==> config.mk <==
export PLATFORM = sky130hd
export DESIGN_NAME = mm_stream_core_flat
export DESIGN_NICKNAME = d
export VERILOG_FILES = /design/src/rtl/mm_stream_if.sv /design/src/rtl/mm_stream_core.sv /design/src/flat_wrapper.sv
export SDC_FILE = /design/constraint.sdc
export NUM_CORES = 1
export LEC_CHECK = 0
export BUFFER_PORTS_ARGS = -buffer_cell sky130_fd_sc_hd__buf_2
export CORE_UTILIZATION = 45
export CTS_CLUSTER_DIAMETER = 150
export DETAILED_ROUTE_END_ITERATION = 6
export SYNTH_ARGS = -nofsm -noshare
export SYNTH_HDL_FRONTEND = slang
export SYNTH_SLANG_ARGS = --single-unit
==> constraint.sdc <==
create_clock -name clk -period 13 [get_ports clk]
set_input_delay 0.65 -clock clk [delete_from_list [all_inputs] [get_ports clk]]
set_output_delay 0.65 -clock clk [all_outputs]
set_load 0.02 [all_outputs]
==> src/rtl/mm_stream_if.sv <==
// Handshake bundle for mm_stream_core: byte-serial matrix load port plus the
// valid/ready result stream with its status flags.
interface mm_stream_if #(
    parameter int DATA_W = 8,
    parameter int OUT_W  = 12
);
    logic                     in_valid;
    logic signed [DATA_W-1:0] in_data;
    logic                     col_end;
    logic                     row_end;
    logic                     busy;
    logic                     out_valid;
    logic                     out_ready;
    logic        [OUT_W-1:0]  out_data;
    logic                     overflow;
    logic                     change_row;
    logic                     is_legal;
    logic        [1:0]        ep;

    modport master (
        output in_valid, in_data, col_end, row_end, out_ready,
        input  busy, out_valid, out_data, overflow, change_row, is_legal, ep
    );

    modport slave (
        input  in_valid, in_data, col_end, row_end, out_ready,
        output busy, out_valid, out_data, overflow, change_row, is_legal, ep
    );
endinterface

==> src/rtl/mm_stream_core.sv <==
// Streaming signed matrix multiplier: loads A then B row-major, checks shapes,
// streams C = A x B with overflow flags. Define MM_SAT_EN to clamp overflowed results.
module mm_stream_core #(
    parameter int DATA_W  = 8,
    parameter int MAX_DIM = 4,
    parameter int OUT_W   = 12,
    parameter int ACC_W   = 2*DATA_W + $clog2(MAX_DIM) + 1
) (
    input  logic        clk,
    input  logic        rst_n,
    mm_stream_if.slave  bus
);
    localparam int DEPTH = MAX_DIM * MAX_DIM;
    localparam int AW    = (MAX_DIM > 1) ? $clog2(DEPTH) : 1;
    localparam int CW    = $clog2(MAX_DIM + 2) + 1;
    localparam logic [CW-1:0] ZERO_C  = {CW{1'b0}};
    localparam logic [CW-1:0] ONE_C   = {{(CW-1){1'b0}}, 1'b1};
    localparam logic [CW-1:0] DIM_MAX = CW'(MAX_DIM);
    localparam logic signed [ACC_W-1:0] OUT_MAX = ACC_W'((32'sd1 <<< (OUT_W-1)) - 32'sd1);
    localparam logic signed [ACC_W-1:0] OUT_MIN = ~OUT_MAX;

    typedef enum logic [2:0] {
        S_LOAD_A  = 3'd0,
        S_LOAD_B  = 3'd1,
        S_CHECK   = 3'd2,
        S_CALC    = 3'd3,
        S_OUT     = 3'd4,
        S_ILLEGAL = 3'd5,
        S_FINISH  = 3'd6
    } state_t;

    state_t                   state_q, state_d;
    logic signed [DATA_W-1:0] a_mem_q [DEPTH];
    logic signed [DATA_W-1:0] a_mem_d [DEPTH];
    logic signed [DATA_W-1:0] b_mem_q [DEPTH];
    logic signed [DATA_W-1:0] b_mem_d [DEPTH];
    logic [CW-1:0]            row_pos_q, row_pos_d;
    logic [CW-1:0]            a_cols_q, a_cols_d, a_rows_q, a_rows_d;
    logic [CW-1:0]            b_cols_q, b_cols_d, b_rows_q, b_rows_d;
    logic [CW-1:0]            i_q, i_d, j_q, j_d, k_q, k_d;
    logic signed [ACC_W-1:0]  acc_q, acc_d;
    logic                     busy_q, busy_d, out_valid_q, out_valid_d;
    logic [OUT_W-1:0]         out_data_q, out_data_d;
    logic                     overflow_q, overflow_d, change_row_q, change_row_d;
    logic                     is_legal_q, is_legal_d;
    logic [1:0]               ep_q, ep_d;

    logic                       is_a_s, err_s, legal_s;
    logic [CW-1:0]              cur_cols_s, cur_rows_s, row_len_s, new_cols_s, new_rows_s;
    logic signed [DATA_W-1:0]   a_rd_s, b_rd_s;
    logic signed [2*DATA_W-1:0] prod_s;
    logic signed [ACC_W-1:0]    acc_sum_s;

    // Storage is laid out on a fixed MAX_DIM stride so reads need no knowledge of the loaded width.
    function automatic logic [AW-1:0] idx_f(input logic [CW-1:0] r, input logic [CW-1:0] c);
        int t;
        t = int'(r) * MAX_DIM + int'(c);
        return AW'(t);
    endfunction

    function automatic logic ovf_f(input logic signed [ACC_W-1:0] v);
        return (v > OUT_MAX) || (v < OUT_MIN);
    endfunction

    function automatic logic [OUT_W-1:0] fit_f(input logic signed [ACC_W-1:0] v);
`ifdef MM_SAT_EN
        if (v > OUT_MAX) begin
            return OUT_MAX[OUT_W-1:0];
        end else if (v < OUT_MIN) begin
            return OUT_MIN[OUT_W-1:0];
        end else begin
            return v[OUT_W-1:0];
        end
`else
        return v[OUT_W-1:0];
`endif
    endfunction

    // Next-state, datapath and output computation.
    always_comb begin
        state_d      = state_q;
        a_mem_d      = a_mem_q;
        b_mem_d      = b_mem_q;
        row_pos_d    = row_pos_q;
        a_cols_d     = a_cols_q;
        a_rows_d     = a_rows_q;
        b_cols_d     = b_cols_q;
        b_rows_d     = b_rows_q;
        i_d          = i_q;
        j_d          = j_q;
        k_d          = k_q;
        acc_d        = acc_q;
        busy_d       = busy_q;
        out_valid_d  = out_valid_q;
        out_data_d   = out_data_q;
        overflow_d   = overflow_q;
        change_row_d = change_row_q;
        is_legal_d   = is_legal_q;
        ep_d         = ep_q;
        err_s        = 1'b0;
        is_a_s       = (state_q == S_LOAD_A);
        cur_cols_s   = is_a_s ? a_cols_q : b_cols_q;
        cur_rows_s   = is_a_s ? a_rows_q : b_rows_q;
        new_cols_s   = cur_cols_s;
        new_rows_s   = cur_rows_s;
        row_len_s    = row_pos_q + ONE_C;
        a_rd_s       = a_mem_q[idx_f(i_q, k_q)];
        b_rd_s       = b_mem_q[idx_f(k_q, j_q)];
        prod_s       = a_rd_s * b_rd_s;
        acc_sum_s    = acc_q + {{(ACC_W-2*DATA_W){prod_s[2*DATA_W-1]}}, prod_s};
        legal_s      = (a_cols_q == b_rows_q) && (ep_q == 2'b00);

        case (state_q)
            S_LOAD_A, S_LOAD_B: begin
                if (bus.in_valid && !busy_q) begin
                    // Elements past MAX_DIM in either direction are flagged and discarded.
                    if ((row_pos_q < DIM_MAX) && (cur_rows_s < DIM_MAX)) begin
                        if (is_a_s) begin
                            a_mem_d[idx_f(cur_rows_s, row_pos_q)] = bus.in_data;
                        end else begin
                            b_mem_d[idx_f(cur_rows_s, row_pos_q)] = bus.in_data;
                        end
                    end else begin
                        err_s = 1'b1;
                    end
                    if (bus.col_end || bus.row_end) begin
                        row_pos_d = ZERO_C;
                        if (cur_cols_s == ZERO_C) begin
                            new_cols_s = row_len_s;
                        end else if (row_len_s != cur_cols_s) begin
                            err_s = 1'b1;
                        end else begin
                            new_cols_s = cur_cols_s;
                        end
                        new_rows_s = (cur_rows_s <= DIM_MAX) ? (cur_rows_s + ONE_C) : cur_rows_s;
                        if (bus.row_end) begin
                            state_d = is_a_s ? S_LOAD_B : S_CHECK;
                            busy_d  = !is_a_s;
                        end else begin
                            state_d = state_q;
                        end
                    end else if (row_pos_q < DIM_MAX) begin
                        row_pos_d = row_pos_q + ONE_C;
                    end else begin
                        row_pos_d = row_pos_q;
                    end
                    if (is_a_s) begin
                        a_cols_d = new_cols_s;
                        a_rows_d = new_rows_s;
                        ep_d[0]  = ep_q[0] | err_s;
                    end else begin
                        b_cols_d = new_cols_s;
                        b_rows_d = new_rows_s;
                        ep_d[1]  = ep_q[1] | err_s;
                    end
                end else begin
                    state_d = state_q;
                end
            end
            S_CHECK: begin
                is_legal_d = legal_s;
                i_d        = ZERO_C;
                j_d        = ZERO_C;
                k_d        = ZERO_C;
                acc_d      = {ACC_W{1'b0}};
                if (legal_s) begin
                    state_d = S_CALC;
                end else begin
                    state_d      = S_ILLEGAL;
                    out_valid_d  = 1'b1;
                    out_data_d   = {OUT_W{1'b0}};
                    overflow_d   = 1'b0;
                    change_row_d = 1'b0;
                end
            end
            S_CALC: begin
                acc_d = acc_sum_s;
                if (k_q == (a_cols_q - ONE_C)) begin
                    k_d          = ZERO_C;
                    state_d      = S_OUT;
                    out_valid_d  = 1'b1;
                    out_data_d   = fit_f(acc_sum_s);
                    overflow_d   = ovf_f(acc_sum_s);
                    change_row_d = (j_q == (b_cols_q - ONE_C));
                end else begin
                    k_d = k_q + ONE_C;
                end
            end
            S_OUT: begin
                if (bus.out_ready) begin
                    out_valid_d  = 1'b0;
                    out_data_d   = {OUT_W{1'b0}};
                    overflow_d   = 1'b0;
                    change_row_d = 1'b0;
                    acc_d        = {ACC_W{1'b0}};
                    if (change_row_q) begin
                        if (i_q == (a_rows_q - ONE_C)) begin
                            state_d = S_FINISH;
                        end else begin
                            i_d     = i_q + ONE_C;
                            j_d     = ZERO_C;
                            state_d = S_CALC;
                        end
                    end else begin
                        j_d     = j_q + ONE_C;
                        state_d = S_CALC;
                    end
                end else begin
                    state_d = state_q;
                end
            end
            S_ILLEGAL: begin
                if (bus.out_ready) begin
                    out_valid_d = 1'b0;
                    state_d     = S_FINISH;
                end else begin
                    state_d = state_q;
                end
            end
            S_FINISH: begin
                row_pos_d  = ZERO_C;
                a_cols_d   = ZERO_C;
                a_rows_d   = ZERO_C;
                b_cols_d   = ZERO_C;
                b_rows_d   = ZERO_C;
                i_d        = ZERO_C;
                j_d        = ZERO_C;
                k_d        = ZERO_C;
                acc_d      = {ACC_W{1'b0}};
                ep_d       = 2'b00;
                is_legal_d = 1'b0;
                busy_d     = 1'b0;
                state_d    = S_LOAD_A;
            end
            default: begin
                state_d = S_LOAD_A;
            end
        endcase
    end

    // Control, counter and output registers.
    always_ff @(posedge clk or negedge rst_n) begin
        if (!rst_n) begin
            state_q      <= S_LOAD_A;
            row_pos_q    <= ZERO_C;
            a_cols_q     <= ZERO_C;
            a_rows_q     <= ZERO_C;
            b_cols_q     <= ZERO_C;
            b_rows_q     <= ZERO_C;
            i_q          <= ZERO_C;
            j_q          <= ZERO_C;
            k_q          <= ZERO_C;
            acc_q        <= {ACC_W{1'b0}};
            busy_q       <= 1'b0;
            out_valid_q  <= 1'b0;
            out_data_q   <= {OUT_W{1'b0}};
            overflow_q   <= 1'b0;
            change_row_q <= 1'b0;
            is_legal_q   <= 1'b0;
            ep_q         <= 2'b00;
        end else begin
            state_q      <= state_d;
            row_pos_q    <= row_pos_d;
            a_cols_q     <= a_cols_d;
            a_rows_q     <= a_rows_d;
            b_cols_q     <= b_cols_d;
            b_rows_q     <= b_rows_d;
            i_q          <= i_d;
            j_q          <= j_d;
            k_q          <= k_d;
            acc_q        <= acc_d;
            busy_q       <= busy_d;
            out_valid_q  <= out_valid_d;
            out_data_q   <= out_data_d;
            overflow_q   <= overflow_d;
            change_row_q <= change_row_d;
            is_legal_q   <= is_legal_d;
            ep_q         <= ep_d;
        end
    end

    // Matrix storage; cleared on reset so reads of unwritten cells are never X.
    always_ff @(posedge clk or negedge rst_n) begin
        if (!rst_n) begin
            for (int n = 0; n < DEPTH; n++) begin
                a_mem_q[n] <= {DATA_W{1'b0}};
                b_mem_q[n] <= {DATA_W{1'b0}};
            end
        end else begin
            a_mem_q <= a_mem_d;
            b_mem_q <= b_mem_d;
        end
    end

    assign bus.busy       = busy_q;
    assign bus.out_valid  = out_valid_q;
    assign bus.out_data   = out_data_q;
    assign bus.overflow   = overflow_q;
    assign bus.change_row = change_row_q;
    assign bus.is_legal   = is_legal_q;
    assign bus.ep         = ep_q;
endmodule

==> src/flat_wrapper.sv <==
// flat-port wrapper written by rule: the top's interface ports become plain ports
module mm_stream_core_flat 
#(
    parameter int DATA_W  = 8,
    parameter int MAX_DIM = 4,
    parameter int OUT_W   = 12,
    parameter int ACC_W   = 2*DATA_W + $clog2(MAX_DIM) + 1
)
  (clk, rst_n, bus_in_valid, bus_in_data, bus_col_end, bus_row_end, bus_out_ready, bus_busy, bus_out_valid, bus_out_data, bus_overflow, bus_change_row, bus_is_legal, bus_ep);
  mm_stream_if #(.DATA_W(DATA_W), .OUT_W(OUT_W)) bus_i ();
  input  logic clk;
  input  logic rst_n;
  input wire logic [$bits(bus_i.in_valid)-1:0] bus_in_valid;
  input wire logic [$bits(bus_i.in_data)-1:0] bus_in_data;
  input wire logic [$bits(bus_i.col_end)-1:0] bus_col_end;
  input wire logic [$bits(bus_i.row_end)-1:0] bus_row_end;
  input wire logic [$bits(bus_i.out_ready)-1:0] bus_out_ready;
  output wire logic [$bits(bus_i.busy)-1:0] bus_busy;
  output wire logic [$bits(bus_i.out_valid)-1:0] bus_out_valid;
  output wire logic [$bits(bus_i.out_data)-1:0] bus_out_data;
  output wire logic [$bits(bus_i.overflow)-1:0] bus_overflow;
  output wire logic [$bits(bus_i.change_row)-1:0] bus_change_row;
  output wire logic [$bits(bus_i.is_legal)-1:0] bus_is_legal;
  output wire logic [$bits(bus_i.ep)-1:0] bus_ep;
  assign bus_i.in_valid = bus_in_valid;
  assign bus_i.in_data = bus_in_data;
  assign bus_i.col_end = bus_col_end;
  assign bus_i.row_end = bus_row_end;
  assign bus_i.out_ready = bus_out_ready;
  assign bus_busy = bus_i.busy;
  assign bus_out_valid = bus_i.out_valid;
  assign bus_out_data = bus_i.out_data;
  assign bus_overflow = bus_i.overflow;
  assign bus_change_row = bus_i.change_row;
  assign bus_is_legal = bus_i.is_legal;
  assign bus_ep = bus_i.ep;
  mm_stream_core #(.DATA_W(DATA_W), .MAX_DIM(MAX_DIM), .OUT_W(OUT_W), .ACC_W(ACC_W)) u_core (.clk(clk), .rst_n(rst_n), .bus(bus_i));
endmodule
==> flow_metrics.py <==
metrics = {
    "clock_tree": {
        "cts_setup_buffers": 0,
        "cts_tree": "yes",
        "cts_made_buffers": 39,
        "clockRootBuffer": "clkbuf_16",
        "cts-resized-gates": 0,
        "h-tree-depth": 2,
        "cts_sinks": 329,
        "ctsHoldBuffers": 0,
        "cts.clk_slew.worst_paths_ps": 60,
        "cts_buffer_depth": 3,
        "worstSkewPairLatency_ps": 560,
    },
    "global_routing": {
        "grt_pass1_wl_um": 70600,
        "grt_pass1_vias": 12300,
        "grt_usage": 0.209,
        "grt_start_max_net_pins": 178,
        "grt_overflow": 0,
        "antenna_found_initial": 0,
    },
    "critical_path": {
        "cp.arrival_ps": 8770,
        "crit_path_end_kind": "flop",
        "path_buf_inv": 3,
        "start_kind": "flop",
        "max_stage_delay_ps": 770,
        "crit_path_max_fanout": 9,
        "slowest_stage": "xnor2_2",
        "cp.required_ps": 13420,
        "worstSetupPathType": "reg -> reg",
        "cpLargestDelayFamily": "adder cells",
    },
    "cells_and_area": {
        "fin_nets": 1654,
        "register_area_mm2": 0.00824,
        "drive_gt1_frac": 0.164,
        "multiInputGateArea_mm2": 0.0101,
        "antenna_cells": 0,
        "instances_no_fill": 2084,
        "fillers": 3568,
        "area_growth_pct": 10.4,
    },
    "power": {
        "p_leak_nw": 10.3,
        "pwr-share-seq": 0.320,
        "p_clk_frac": 0.290,
        "pwr-share-comb": 0.390,
        "peakVddDrop_uv": 102,
        "power_switching_share": 0.377,
        "power.net_switching_w": 0.00148,
        "p_int_w": 0.00244,
        "power_density_mw_per_mm2": 185,
    },
    "die": {
        "die_x_um": 208,
        "rows": 75,
        "initial_core_util": 0.456,
        "chipHeight_um": 208,
        "core_area_mm2": 0.0419,
        "pin_count": 33,
        "die_area_mm2": 0.0433,
    },
    "sta": {
        "rsz0062_at_grt": "no",
        "setup_viol": 0,
        "hold_violations": 0,
        "period_share": 0.643,
        "min_period_ps": 8350,
        "worst_pin_slew_ps": 1110,
        "drv_slew": 0,
        "fin_hold_ws_ps": 77.5,
        "fin_setup_tns_ps": 0,
        "relSlewSlack": 0.263,
        "fin_skew_ps": 16.9,
        "final.setup.worst_slack_ps": 4650,
        "clock.fmax_mhz": 120,
    },
    "yosys": {
        "yosysTopAreaCell": "dfrtp_1",
        "yosys.area.top_type_share": 0.431,
        "avgSynthCellArea_um2": 12.8,
        "synthFlopType": "dfrtp_1",
        "synth_common_cells": "329 x dfrtp_1, 256 x mux2_1, 116 x inv_1",
        "synth-edff-count": 0,
        "yosysMostFrequentCell": "dfrtp_1",
        "ys_warn_count": 0,
        "synth_fp_nets": 1633,
        "yosys-top-cells-area": "dfrtp_1 43%, mux2_1 15%, mux4_2 9.3%, fa_1 5.9%, ha_1 4.4%",
        "ys_types": 70,
        "ys_ff_latch": 329,
        "asyncSetResetFlopFracSynth": 1.00,
        "syn-cell-area_mm2": 0.0191,
        "synth_cells": 1496,
        "yosysSeqAreaShare": 0.431,
    },
    "outcome": {
        "outcome": "completed",
    },
    "route": {
        "drt-initial-drc-count": 573,
        "totalWireLength_um": 42800,
        "via_count": 11600,
        "antenna_left": 0,
        "wl_met2_um": 20700,
        "top_layer": "met4",
        "first_pass_iters": 5,
        "wl_met1_um": 20100,
        "avgViaCountPerCell": 5.58,
        "wl_met3_um": 1460,
        "drcViolationCount": 0,
        "post_drt_wl_per_cell_um": 20.6,
    },
    "placed_design": {
        "globalplace.congestion": 0.837,
        "place_inst": 2015,
        "dpl.hpwl_um": 29100,
        "dpl_worst_slack_ps": 4690,
        "numPortBuffers": 32,
    },
    "min_path": {
        "min_path_type": "in -> async",
    },
    "job": {
        "drv_cap": 0,
    },
}
logic make-up after synthesis:
logic type                 after synthesis  share of synthesized area
AOI/OAI and AO/OA                      158                     0.0565
muxes                                  356                      0.256
and+or+nand+nor                        281                     0.0854
adders and majority gates              123                      0.103
buffers and inverters                  184                     0.0382
DFF                                    329                      0.431
xor gates and xnor gates                65                     0.0306
worst paths after layout:
path / slack (ps) / startpoint / end / cells past startpoint
max: 4650 / u_core.j_q[2]$_DFFE_PN0P_ / u_core.bus.overflow$_DFFE_PN0P_ / 29
min: 80 / rst_n / u_core.acc_q[16]$_DFFE_PN0P_ / 1
max reg2reg: 4650 / u_core.j_q[2]$_DFFE_PN0P_ / u_core.bus.overflow$_DFFE_PN0P_ / 29
min reg2reg: 480 / u_core.b_mem_q[110]$_DFFE_PN0P_ / u_core.b_mem_q[110]$_DFFE_PN0P_ / 1
max in group asynchronous: 10530 / rst_n / u_core.b_mem_q[35]$_DFFE_PN0P_ / 3
min in group clk: 470 / bus_col_end / u_core.row_pos_q[1]$_DFFE_PN0P_ / 4
power groups by stage:
stage	logic [W]	clock network, W	registers (W)
2_1_floorplan	0.00119	0	0.00124
6_report	0.00153	0.00113	0.00125
3_3_place_gp	0.00152	0	0.00127
5_1_grt	0.00170	0.00120	0.00127
3_5_place_dp	0.00154	0	0.00127
4_1_cts	0.00155	0.00116	0.00125
metal layers:
metal / GRT usage / up-vias
li1: - / 5347
met1: 0.295 / 6069
met4: 0.0427 / 0
met2: 0.343 / 160
met5: 0 / -
met3: 0.0323 / 49
final cells by class:
class,count,area share
tap,539,0.0320
clock inverter,17,0.0113
inverter,122,0.0217
timing repair buffer,42,0.0122
sequential,329,0.390
multi-input combinational,983,0.481
clock buffer,52,0.0514
layout by cell type, fill, tap and decap left out, types with 6 or more instances in the layout:
master / synthesis / final
nand3_1: 21 / 21
clkinv_2: 0 / 7
nand2_1: 58 / 58
mux2_1: 256 / 256
o21ai_0: 40 / 39
dfrtp_1: 329 / 327
xnor2_1: 43 / 43
mux2i_1: 7 / 7
mux4_2: 79 / 79
clkbuf_1: 41 / 7
or3_1: 6 / 6
clkbuf_8: 0 / 6
nand3_4: 8 / 8
fa_1: 56 / 56
nand3_2: 9 / 9
mux2_2: 14 / 14
a21oi_1: 29 / 29
buf_4: 7 / 9
inv_2: 6 / 6
a31oi_1: 8 / 8
nand2b_1: 7 / 7
inv_1: 116 / 116
clkbuf_16: 0 / 39
nor2_1: 58 / 58
ha_1: 67 / 67
o21a_1: 7 / 7
a21o_1: 11 / 11
buf_2: 10 / 31
and2_1: 49 / 49
xor2_1: 20 / 20
nor3_1: 21 / 20
a22o_1: 19 / 19
nor2_4: 12 / 12
sequential cells by signal (all words and copies together), names as in the netlist, 2 cells and up:
name and flops:
u_core.a_mem_q 128, u_core.state_q 3, u_core.j_q 4, u_core.b_cols_q 4, u_core.b_rows_q 4, u_core.a_cols_q 4
u_core.a_rows_q 4, u_core.k_q 4, u_core.bus.out_data 12, u_core.acc_q 19, u_core.row_pos_q 4, u_core.bus.ep 2
u_core.b_mem_q 128, u_core.i_q 4
per-stage QoR:
stage / area [um2] / total power (W) / utilization
after floorplan: 19100 / 0.00243 / -
after global placement: 19800 / 0.00278 / 0.471
after detailed placement: 19800 / 0.00281 / 0.471
after CTS: 21100 / 0.00396 / 0.503
after global routing: 21100 / 0.00417 / 0.503
final: 21100 / 0.00391 / 0.503
(Power assumes the default switching activity.)
